### src/rtl/gates_area_pkg.sv
// Shared definitions for the gates_area block and its built-in self-test controller.
package gates_area_pkg;

    typedef enum logic [1:0] {
        IDLE   = 2'd0,
        DRIVE  = 2'd1,
        SAMPLE = 2'd2,
        DONE   = 2'd3
    } state_t;

    localparam int VEC_W   = 3;
    localparam int NUM_VEC = 8;

    // Expected out_or per vector {in1,in2,in3}: only vector 000 yields 0.
    localparam logic [NUM_VEC-1:0] GATES_AREA_EXP = 8'hFE;

endpackage

### src/rtl/gates_area_bist.sv
// Self-test controller for gates_area: walks all eight input vectors, samples out_or
// after a settle time and reports mismatch count, first failing vector and pass/fail.
//
// state  | meaning
// IDLE   | waiting for start_i after reset, vector outputs 0
// DRIVE  | current vector held on in*_o for SETTLE cycles
// SAMPLE | one cycle; dut_out_i compared against EXP_TABLE at the closing edge
// DONE   | results held, done_o=1, start_i launches a fresh run
module gates_area_bist
    import gates_area_pkg::*;
#(
    parameter logic [NUM_VEC-1:0] EXP_TABLE = GATES_AREA_EXP,
    parameter int                 SETTLE    = 1,
    parameter int                 ERR_W     = 4
) (
    input  logic             clk,
    input  logic             rst,
    input  logic             start_i,
    input  logic             dut_out_i,
    output logic             in1_o,
    output logic             in2_o,
    output logic             in3_o,
    output logic             busy_o,
    output logic             done_o,
    output logic             pass_o,
    output logic [ERR_W-1:0] err_cnt_o,
    output logic [VEC_W-1:0] first_fail_o,
    output logic             first_fail_vld_o
);

    localparam int               CNT_W    = $clog2(SETTLE + 1);
    localparam logic [CNT_W-1:0] CNT_LOAD = CNT_W'(SETTLE - 1);
    localparam logic [ERR_W-1:0] ERR_MAX  = '1;
    localparam logic [VEC_W-1:0] IDX_LAST = VEC_W'(NUM_VEC - 1);

    state_t             state_q, state_d;
    logic [VEC_W-1:0]   idx_q, idx_d;
    logic [CNT_W-1:0]   cnt_q, cnt_d;
    logic [ERR_W-1:0]   err_q, err_d;
    logic [VEC_W-1:0]   ff_q, ff_d;
    logic               ff_vld_q, ff_vld_d;
    logic               fail_seen_q, fail_seen_d;
    logic               done_q, done_d;
    logic               pass_q, pass_d;
    logic               miss;

    assign miss = (dut_out_i != EXP_TABLE[idx_q]);

    always_comb begin
        state_d     = state_q;
        idx_d       = idx_q;
        cnt_d       = cnt_q;
        err_d       = err_q;
        ff_d        = ff_q;
        ff_vld_d    = ff_vld_q;
        fail_seen_d = fail_seen_q;
        done_d      = done_q;
        pass_d      = pass_q;

        case (state_q)
            IDLE, DONE: begin
                if (start_i) begin
                    state_d     = DRIVE;
                    idx_d       = '0;
                    cnt_d       = CNT_LOAD;
                    err_d       = '0;
                    ff_d        = '0;
                    ff_vld_d    = 1'b0;
                    fail_seen_d = 1'b0;
                    done_d      = 1'b0;
                    pass_d      = 1'b0;
                end
            end
            DRIVE: begin
                if (cnt_q == '0) begin
                    state_d = SAMPLE;
                end else begin
                    cnt_d = cnt_q - CNT_W'(1);
                end
            end
            SAMPLE: begin
                if (miss) begin
                    fail_seen_d = 1'b1;
                    if (err_q != ERR_MAX) begin
                        err_d = err_q + ERR_W'(1);
                    end
                    if (!ff_vld_q) begin
                        ff_d     = idx_q;
                        ff_vld_d = 1'b1;
                    end
                end
                if (idx_q == IDX_LAST) begin
                    // Index returns to 0 so the vector outputs idle low in DONE.
                    state_d = DONE;
                    idx_d   = '0;
                    done_d  = 1'b1;
                    pass_d  = !(fail_seen_q || miss);
                end else begin
                    state_d = DRIVE;
                    idx_d   = idx_q + VEC_W'(1);
                    cnt_d   = CNT_LOAD;
                end
            end
            default: state_d = IDLE;
        endcase
    end

    always_ff @(posedge clk or posedge rst) begin
        if (rst) begin
            state_q     <= IDLE;
            idx_q       <= '0;
            cnt_q       <= '0;
            err_q       <= '0;
            ff_q        <= '0;
            ff_vld_q    <= 1'b0;
            fail_seen_q <= 1'b0;
            done_q      <= 1'b0;
            pass_q      <= 1'b0;
        end else begin
            state_q     <= state_d;
            idx_q       <= idx_d;
            cnt_q       <= cnt_d;
            err_q       <= err_d;
            ff_q        <= ff_d;
            ff_vld_q    <= ff_vld_d;
            fail_seen_q <= fail_seen_d;
            done_q      <= done_d;
            pass_q      <= pass_d;
        end
    end

    assign in1_o            = idx_q[2];
    assign in2_o            = idx_q[1];
    assign in3_o            = idx_q[0];
    assign busy_o           = (state_q == DRIVE) || (state_q == SAMPLE);
    assign done_o           = done_q;
    assign pass_o           = pass_q;
    assign err_cnt_o        = err_q;
    assign first_fail_o     = ff_q;
    assign first_fail_vld_o = ff_vld_q;

endmodule

### config.mk
export PLATFORM = sky130hd
export DESIGN_NAME = gates_area_bist
export DESIGN_NICKNAME = d
export VERILOG_FILES = /design/src/rtl/gates_area_pkg.sv /design/src/rtl/gates_area_bist.sv
export SDC_FILE = /design/constraint.sdc
export NUM_CORES = 1
export LEC_CHECK = 0
export CAP_MARGIN = 20
export CORE_ASPECT_RATIO = 1.4
export CORE_MARGIN = 1
export CORE_UTILIZATION = 35
export CTS_BUF_LIST = sky130_fd_sc_hd__clkbuf_4
export DETAILED_ROUTE_END_ITERATION = 8
export DONT_BUFFER_PORTS = 1
export PLACE_DENSITY = 0.51
export SLEW_MARGIN = 30
export SYNTH_ARGS = -nofsm -noshare
export SYNTH_HDL_FRONTEND = slang
export SYNTH_SLANG_ARGS = --single-unit
### constraint.sdc
create_clock -name clk -period 3 [get_ports clk]
set_clock_uncertainty 0.1 [all_clocks]
set_input_delay 0.3 -clock clk [delete_from_list [all_inputs] [get_ports clk]]
set_output_delay 0.3 -clock clk [all_outputs]
set_load 0.1 [all_outputs]
# [Word-level counts from Yosys, hierarchy flattened]
# Memories as Yosys holds them, arrays and structs flattened.
# Cells that the tools add are included.
[totals] regBits=16 ram_bits=0 output_inout_bits=14 romBits=8 latchBits=0 memories=1
[classes] reduce_logical=13 div_mod_pow=0 muxes=25 addsub=3 bitwise=0 mul=0 shift=0 n_eq_ne=13 order_cmp=1
[mem_list] name="(name not given)" depth=8 width=1 rd=1 rd_clocked_by_memory_dff=0 wr=0 line_no="gates_area_bist.sv:47" source="assign miss = (dut_out_i != EXP_TABLE[idx_q]);"
[ops] op="2-bit inequality test (second input constant)" count=7
[ops] op="3-bit two-way mux" count=4
[ops] op="4-bit two-way mux" count=3
[ops] op="3-bit one-hot mux with 2 select lines" count=2
[ops] op="4-bit one-hot mux with 2 select lines" count=1
[ops] op="4-bit AND reduction" count=2
[ops] op="1-bit two-way mux" count=7
[ops] op="2-bit two-way mux" count=3
[ops] op="1-bit one-hot mux with 2 select lines" count=3
[ops] op="2-bit one-hot mux with 3 select lines" count=1
[ops] op="2-bit AND reduction" count=3
[ops] op="3-bit AND reduction" count=2
[ops] op="4-bit by 1-bit adder with 4-bit output (second input constant)" count=1
[ops] op="2-bit equality test (second input constant)" count=2
[ops] op="3-bit by 4-bit less-than comparator with 1-bit output (second input constant)" count=1
[ops] op="4-bit inequality test (second input constant)" count=1
[ops] op="3-bit by 1-bit adder with 3-bit output (second input constant)" count=1
[ops] op="3-bit equality test (second input constant)" count=1
[ops] op="1-bit one-hot mux with 3 select lines" count=1
[ops] op="2-bit by 1-bit equality test with 1-bit output (second input constant)" count=1
[ops] op="2-bit zero test" count=1
[ops] op="1-bit logical OR" count=2
[ops] op="2-bit nonzero test" count=1
[ops] op="2-bit OR reduction" count=1
[ops] op="3 further kinds" count=3

# [Longest topological paths before layout]
# Gate-level depths: netlist of the first run.
[logic_depth] ltp_word=7 ltp_mapped=6

# [Least setup slack after synthesis of the first run]
# OpenSTA, ideal clock, no wires.
[synth_path] kind="register to register" from="register idx_q[1]" to="register ff_q[0] (netlist: first_fail_o[0])" path_stages_with_launch=7 arrival_ns=2.208 required_ns=2.831 slack_ns=0.623 path_cell_list="dfrtp_1 -> inv_1 -> ha_1 -> nor4bb_1 -> a211o_4 -> o31ai_2 -> a22o_1"
[synth_via] elab_chain_cells=5
[synth_lines] element="start: declaration" line_no="gates_area_bist.sv:37" source="logic [VEC_W-1:0] idx_q, idx_d;"
[synth_lines] element="start signal: assignment" line_no="gates_area_bist.sv:121" source="idx_q <= idx_d;"
[synth_lines] element="memory read 8 x 1 bit"
[synth_lines] element="1-bit two-way mux (implied by the code)" line_no="gates_area_bist.sv:47"
[synth_lines] element="1-bit inequality test" line_no="gates_area_bist.sv:47"
[synth_lines] element="2-bit inequality test (no source line)"
[synth_lines] element="4-bit AND reduction (no source line)"
[synth_lines] element="end signal: assignment" line_no="gates_area_bist.sv:114" source="ff_q <= '0;"
[synth_lines] element="end signal: assignment" line_no="gates_area_bist.sv:124" source="ff_q <= ff_d;"
[synth_lines] element="end: declaration" line_no="gates_area_bist.sv:40" source="logic [VEC_W-1:0] ff_q, ff_d;"
# No other way between the ends. The select of a mux whose other input is x is not followed.
# A chain may end at the register's enable or synchronous reset.

# [Worst setup path after layout of the first run]
[layout_path] from="register state_q[0]" to="register ff_q[1] (netlist: first_fail_o[1])"
[layout_via] elab_chain_cells=4 word_cells_on_any_way=10 classes_between="eq/ne (5); mux (1); reduce/logical (4)"
[layout_lines] element="start: declaration" line_no="gates_area_bist.sv:36" source="state_t state_q, state_d;"
[layout_lines] element="start signal: assignment" line_no="gates_area_bist.sv:120" source="state_q <= state_d;"
[layout_lines] element="2-bit equality test / 2-bit zero test (equally long branches)" line_no="gates_area_bist.sv:60" source="case (state_q)"
[layout_lines] element="2-bit OR reduction" line_no="gates_area_bist.sv:60"
[layout_lines] element="2-bit inequality test (no source line) / 2-bit nonzero test (equally long branches)"
[layout_lines] element="4-bit AND reduction (no source line)"
# Several ways; a longest one is shown, not always the timed one.

==> results of run 1 <==
## worst reg2reg max path: stages (launching register included)
cell and delay (ps):
dfrtp_1 420, inv_1 70, ha_1 610, mux2i_1 370, a211o_4 410, o31ai_2 190
a22o_1 150
## sequential cells by signal (all words and copies together) (netlist names)
signal	flops
first_fail_o	3
idx_q	3
done_o	1
err_cnt_o	4
state_q	2
pass_o	1
fail_seen_q	1
## worst max path at each step
stage | slack (ps) | start | end | cells after the start
after floorplan | 620 | idx_q[1] | first_fail_o[0] | 6
after global placement | 740 | state_q[0] | first_fail_o[1] | 6
after detailed placement | 660 | state_q[0] | first_fail_o[1] | 6
after CTS | 620 | state_q[0] | first_fail_o[1] | 6
after global routing | 480 | state_q[0] | first_fail_o[0] | 6
final | 630 | state_q[0] | first_fail_o[1] | 6
## cell type report
class                      count  area [sq um]  share of cell area (%)
clock buffer                   4          30.0                    2.99
inverter                       7          26.3                    2.61
multi-input combinational     63           453                    45.0
sequential                    15           375                    37.3
tap                           23          28.8                    2.86
timing repair buffer          12          92.6                    9.20
## metal layers
layer	vias to the layer above	global-route usage, %	part of all wire, %
met5	-	0	0
met2	20	23.1	48
li1	348	-	-
met3	2	2.93	6.1
met4	0	7.79	1.1
met1	321	18.3	45
## through the flow
stage	instance area, sq um	cells
floorplan	871	89
global placement	966	119
detailed placement	966	119
CTS	1010	124
global route	1010	124
finish	1010	124
## power breakdown
group          total (mW)  leakage, nW  switching (mW)  internal (mW)
logic               0.743        0.243           0.549          0.194
registers           0.272        0.202          0.0281          0.244
clock network       0.124       0.0184          0.0631         0.0606
## synthesized netlist by cell type (all sizes together)
cell and count:
dfrtp 15, nand2 9, a21oi 7, ha 7, inv 7, nor2 6
o21ai 5, a32o 3, clkbuf 3, nand4 3, a211oi 2, a22o 2
nand2b 2, nand3 2, o211ai 2, o31ai 2, a211o 1, a2bb2oi 1
and2 1, buf 1, mux2i 1, nand4b 1, nor2b 1, nor4bb 1
o22ai 1, o32a 1, or2b 1, xnor2 1
## kinds of logic (layout without fill, tap and decap cells)
group                    Yosys count  after routing  share of synthesized area, %
flip-flops                        15             15                          43.1
AO/OA/AOI/OAI                     27             27                          24.1
multiplexers                       1              1                          1.15
AND/OR/NAND/NOR                   27             27                          15.7
buffers and inverters             11             23                          4.88
XOR/XNOR                           1              1                          1.01
adder cells (fa/ha/maj)            7              7                          10.1
==> results.toml, run 1 <==
[timing]
finalCritPeriodShare_pct = 79.0
tightestPinTransition_ps = 925
fmax_mhz = 422
slew_viol_final = 0
period_minus_slack_ps = 2370
setup_ws_ps = 631
rsz0062_at_grt = "no"
holdWs_ps = 23.5
hold_viol = 0
setup_violations = 0
slew_headroom_pct = 38.3
tns_ps = 0

[clock_tree]
cts-buffers-inserted = 3
clkSinkCount = 15
cts_tree = "done"
holdBufCountCts = 1
cts_buffer_depth = 2
clock-root-buffer = "clkbuf_4"
clock_latency_ps = 280
postCtsSetupRepairBufs = 0
htreeDepth = 1
clk_pin_slew_worst_paths_ps = 90
cts_resized = 0

[logic_synthesis]
synth_seq_area_share_pct = 43.1
synth_cells = 89
syn_nets = 100
yosysWarnings = 0
synth_top_area_share_pct = 43.1
yosysUniqueCellTypes = 29
synth_area_leaders = "dfrtp_1 43%, ha_1 10%, a21oi_1 4.0%"
netlist_area_sq_um = 871
synth_top_area_cell = "dfrtp_1"
avgSynthCellArea_sq_um = 9.78
ys_ff_latch = 15

[grt]
overflow = 0
grt_max_degree = 23
grt_pass1_wl_um = 2840
antenna_found_initial = 0
grt_pass1_vias = 630
grt_use_total_pct = 14.5

[worst_setup_path]
r2r_slack_ps = 630
slowest_stage = "ha_1"
rr_endpoint = "first_fail_o[1]"
worstSetupStartpointType = "register"
r2r-start = "state_q[0]"
cp_max_fo = 22
end_kind = "register"
rr_worst_depth = 6
crit_family = "compound AO/OA/AOI/OAI gates"
worstSetupPathType = "reg2reg"
arrival_ps = 2490
cp.required_ps = 3120
max_stage_delay_ps = 610
cp.buffers_inverters = 1
crit_chain = "inv_1 -> ha_1 -> mux2i_1 -> a211o_4 -> o31ai_2 -> a22o_1"

[worst_hold_path]
min_path_type = "in2reg"
holdCritStartpoint = "start_i"
whs_path_depth = 1
hold_end = "state_q[1]"

[detailed_routing]
wl_per_cell_um = 14.4
finalWirelength_um = 1790
drc_errors = 1
antenna_left = 0
detail_route.first_pass.iterations = 6
drtIter0Drc = 12
vias = 691
via_per_inst = 5.57

[die]
dieArea_sq_um = 2690
rows = 21
ios = 18
start_util_pct = 36.8
dieWidth_um = 44.2
coreArea_sq_um = 2360
die-height_um = 61.0

[finish]
utilization_pct = 42.5
fill_cells = 234
final_cell_mix = "15 x dfrtp_1, 11 x buf_4, 9 x nand2_1"
drive_gt1_share_pct = 18.8
area_delta_synth_final_pct = 15.5
fin_nets = 113
final_common_cell = "dfrtp_1"
antenna_cells = 0

[pwr]
p_leak_nw = 0.463
pwr_density_cell_nw_per_um2 = 1130
total_power_mw = 1.14
peakVddDrop_v = 0.000485

[placed_design]
io_buffers = 0
dp_slack_ps = 660
hpwl_um = 1290
place_congestion = 0.810

[run_status]
status = "complete, but fails checks"
violations = "design-rule violations"

[job]
maxCapViolCount = 0
No activity file was read; power rests on OpenSTA's default activity.
==> run 2, diff against run 1 <==
- PLACE_DENSITY: 0.51 -> 0.53
- clock period: 3 -> 2 ns (I/O delays scaled with it)
==> run 2 against run 1 <==
  * The flow now finishes without violations
  * Global-route usage is 1.9 points higher
  * Highest routed layer unchanged
  * Sequential share of layout area down 1.9 points
  * Clock power up 44%
  * Utilization is 3.3 points higher
  * Die area stayed put
  * First-iteration DRC count decreased by 58%
  * Register-to-register slack got worse by 410 ps
==> results.toml, run 2 (synthesized netlist as in run 1, its figures left out) <==
[clock_tree]
cts-buffers-inserted = 3
clkSinkCount = 15
clock_latency_ps = 290
postCtsSetupRepairBufs = 0
clk_pin_slew_worst_paths_ps = 90
htreeDepth = 1
cts_buffer_depth = 2
clock-root-buffer = "clkbuf_4"
cts_tree = "done"
cts_resized = 0

[finish]
final_cell_mix = "18 x buf_4, 12 x dfrtp_1, 9 x nand2_1"
area_delta_synth_final_pct = 24.6
fin_nets = 121
largest_register_ffs = 4
drive_gt1_share_pct = 28.4
final_common_cell = "buf_4"
fin_area_sq_um = 1080
antenna_cells = 0

[timing]
setup_ws_ps = 126
holdWs_ps = 33.1
hold_viol = 0
setup_violations = 0
period_minus_slack_ps = 1870
tightestPinTransition_ps = 584
fmax_mhz = 534
tns_ps = 0
slew_headroom_pct = 61.1
finalCritPeriodShare_pct = 93.7
slew_viol_final = 0
rsz0062_at_grt = "no"

[worst_hold_path]
min_path_type = "in2reg"

[grt]
use_met1_pct = 18.7
grt_pass1_wl_um = 3190
overflow = 0
grt_pass1_vias = 741
grt_max_degree = 16
antenna_found_initial = 0
grt.met3_usage_pct = 2.05
met2_usage_pct = 29.8
busiest_layer = "met2"
grt_use_total_pct = 16.4

[worst_setup_path]
worstSetupPathType = "reg2out"
arrival_ps = 1570
worstSetupStartpointType = "register"
cp.required_ps = 1700
cp_max_fo = 5
end_kind = "primary output"

[detailed_routing]
drc_errors = 0
wl_per_cell_um = 14.6
drtIter0Drc = 5
via_per_inst = 5.47
vias = 722
finalWirelength_um = 1930
detail_route.first_pass.iterations = 2
antenna_left = 0

[placed_design]
hpwl_um = 1480
io_buffers = 0
placed_area_sq_um = 1040
dp_slack_ps = 219
place_congestion = 0.771

[die]
dieWidth_um = 44.2
die-height_um = 61.0
dieArea_sq_um = 2690
start_util_pct = 36.8
coreArea_sq_um = 2360
rows = 21
ios = 18

[run_status]
status = "complete, no violations"

[pwr]
p_sw_share_pct = 55.6
seqPwrFrac_pct = 24.8
pwr_density_cell_nw_per_um2 = 1660
peakVddDrop_v = 0.000755
combPwrFrac_pct = 65.3
p_leak_nw = 0.494
p_int_mw = 0.800
p_switching_mw = 1.00
power.share.clock_pct = 9.9
total_power_mw = 1.80

[job]
maxCapViolCount = 0
run 2: changes by cell type in the layout (fill, tap and decap cells not counted), sizes merged:
| cell | change |
|---|---|
| buf | +7 |
| clkbuf | -1 |
| clkinvlp | +1 |
| clkinv | +1 |
| inv | -1 |
| dlygate4sd3 | +1 |
run 2: repair_timing:
item                                   CTS  global route
setup endpoints to repair                0             0
endpoints found under the hold margin   16             0
hold buffers                             2             0
run 2: worst paths after layout:
| kind | start | endpoint | slack, ps | cells after the start |
|---|---|---|---|---|
| max in group asynchronous | rst | idx_q[1] | 1060 | 2 |
| max reg2reg | state_q[0] | first_fail_o[2] | 220 | 6 |
| min | dut_out_i | first_fail_o[2] | 30 | 3 |
| max | state_q[0] | busy_o | 130 | 5 |
| min in group asynchronous | rst | fail_seen_q | 300 | 2 |
| min reg2reg | pass_o | pass_o | 430 | 2 |
run 2: through the flow:
step           cells  utilization [%]
2_1_floorplan     89                -
3_3_place_gp     126             43.9
3_5_place_dp     126             43.9
4_1_cts          132             45.9
5_1_grt          132             45.9
6_report         132             45.9
run 2: power by group through the flow:
stage / logic, mW / clock network (mW) / registers [mW]
CTS: 1.18 / 0.188 / 0.449
floorplan: 0.639 / 0 / 0.733
finish: 1.18 / 0.178 / 0.447
detailed placement: 1.18 / 0 / 0.455
global placement: 1.18 / 0 / 0.450
global route: 1.27 / 0.197 / 0.458
run 2: final cells by class:
class | instances | area, sq um
clock buffers | 3 | 22.5
flip-flops and latches | 15 | 384
clock inverters | 1 | 5.00
multi-input cells | 63 | 459
repair buffers | 20 | 155
fillers | 251 | 1280
inverters | 7 | 30.0
well taps | 23 | 28.8
run 2: per-layer routing:
metal | part of all wire [%] | vias up
met2 | 54 | 10
met1 | 42 | 348
met5 | 0 | -
li1 | - | 360
met3 | 2.6 | 4
met4 | 1.6 | 0
run 2: worst max-delay path, stage by stage, from the launching register on:
cell and delay, ps:
dfrtp_1 410, inv_1 60, ha_1 320, buf_4 170, clkinvlp_4 60, buf_4 280
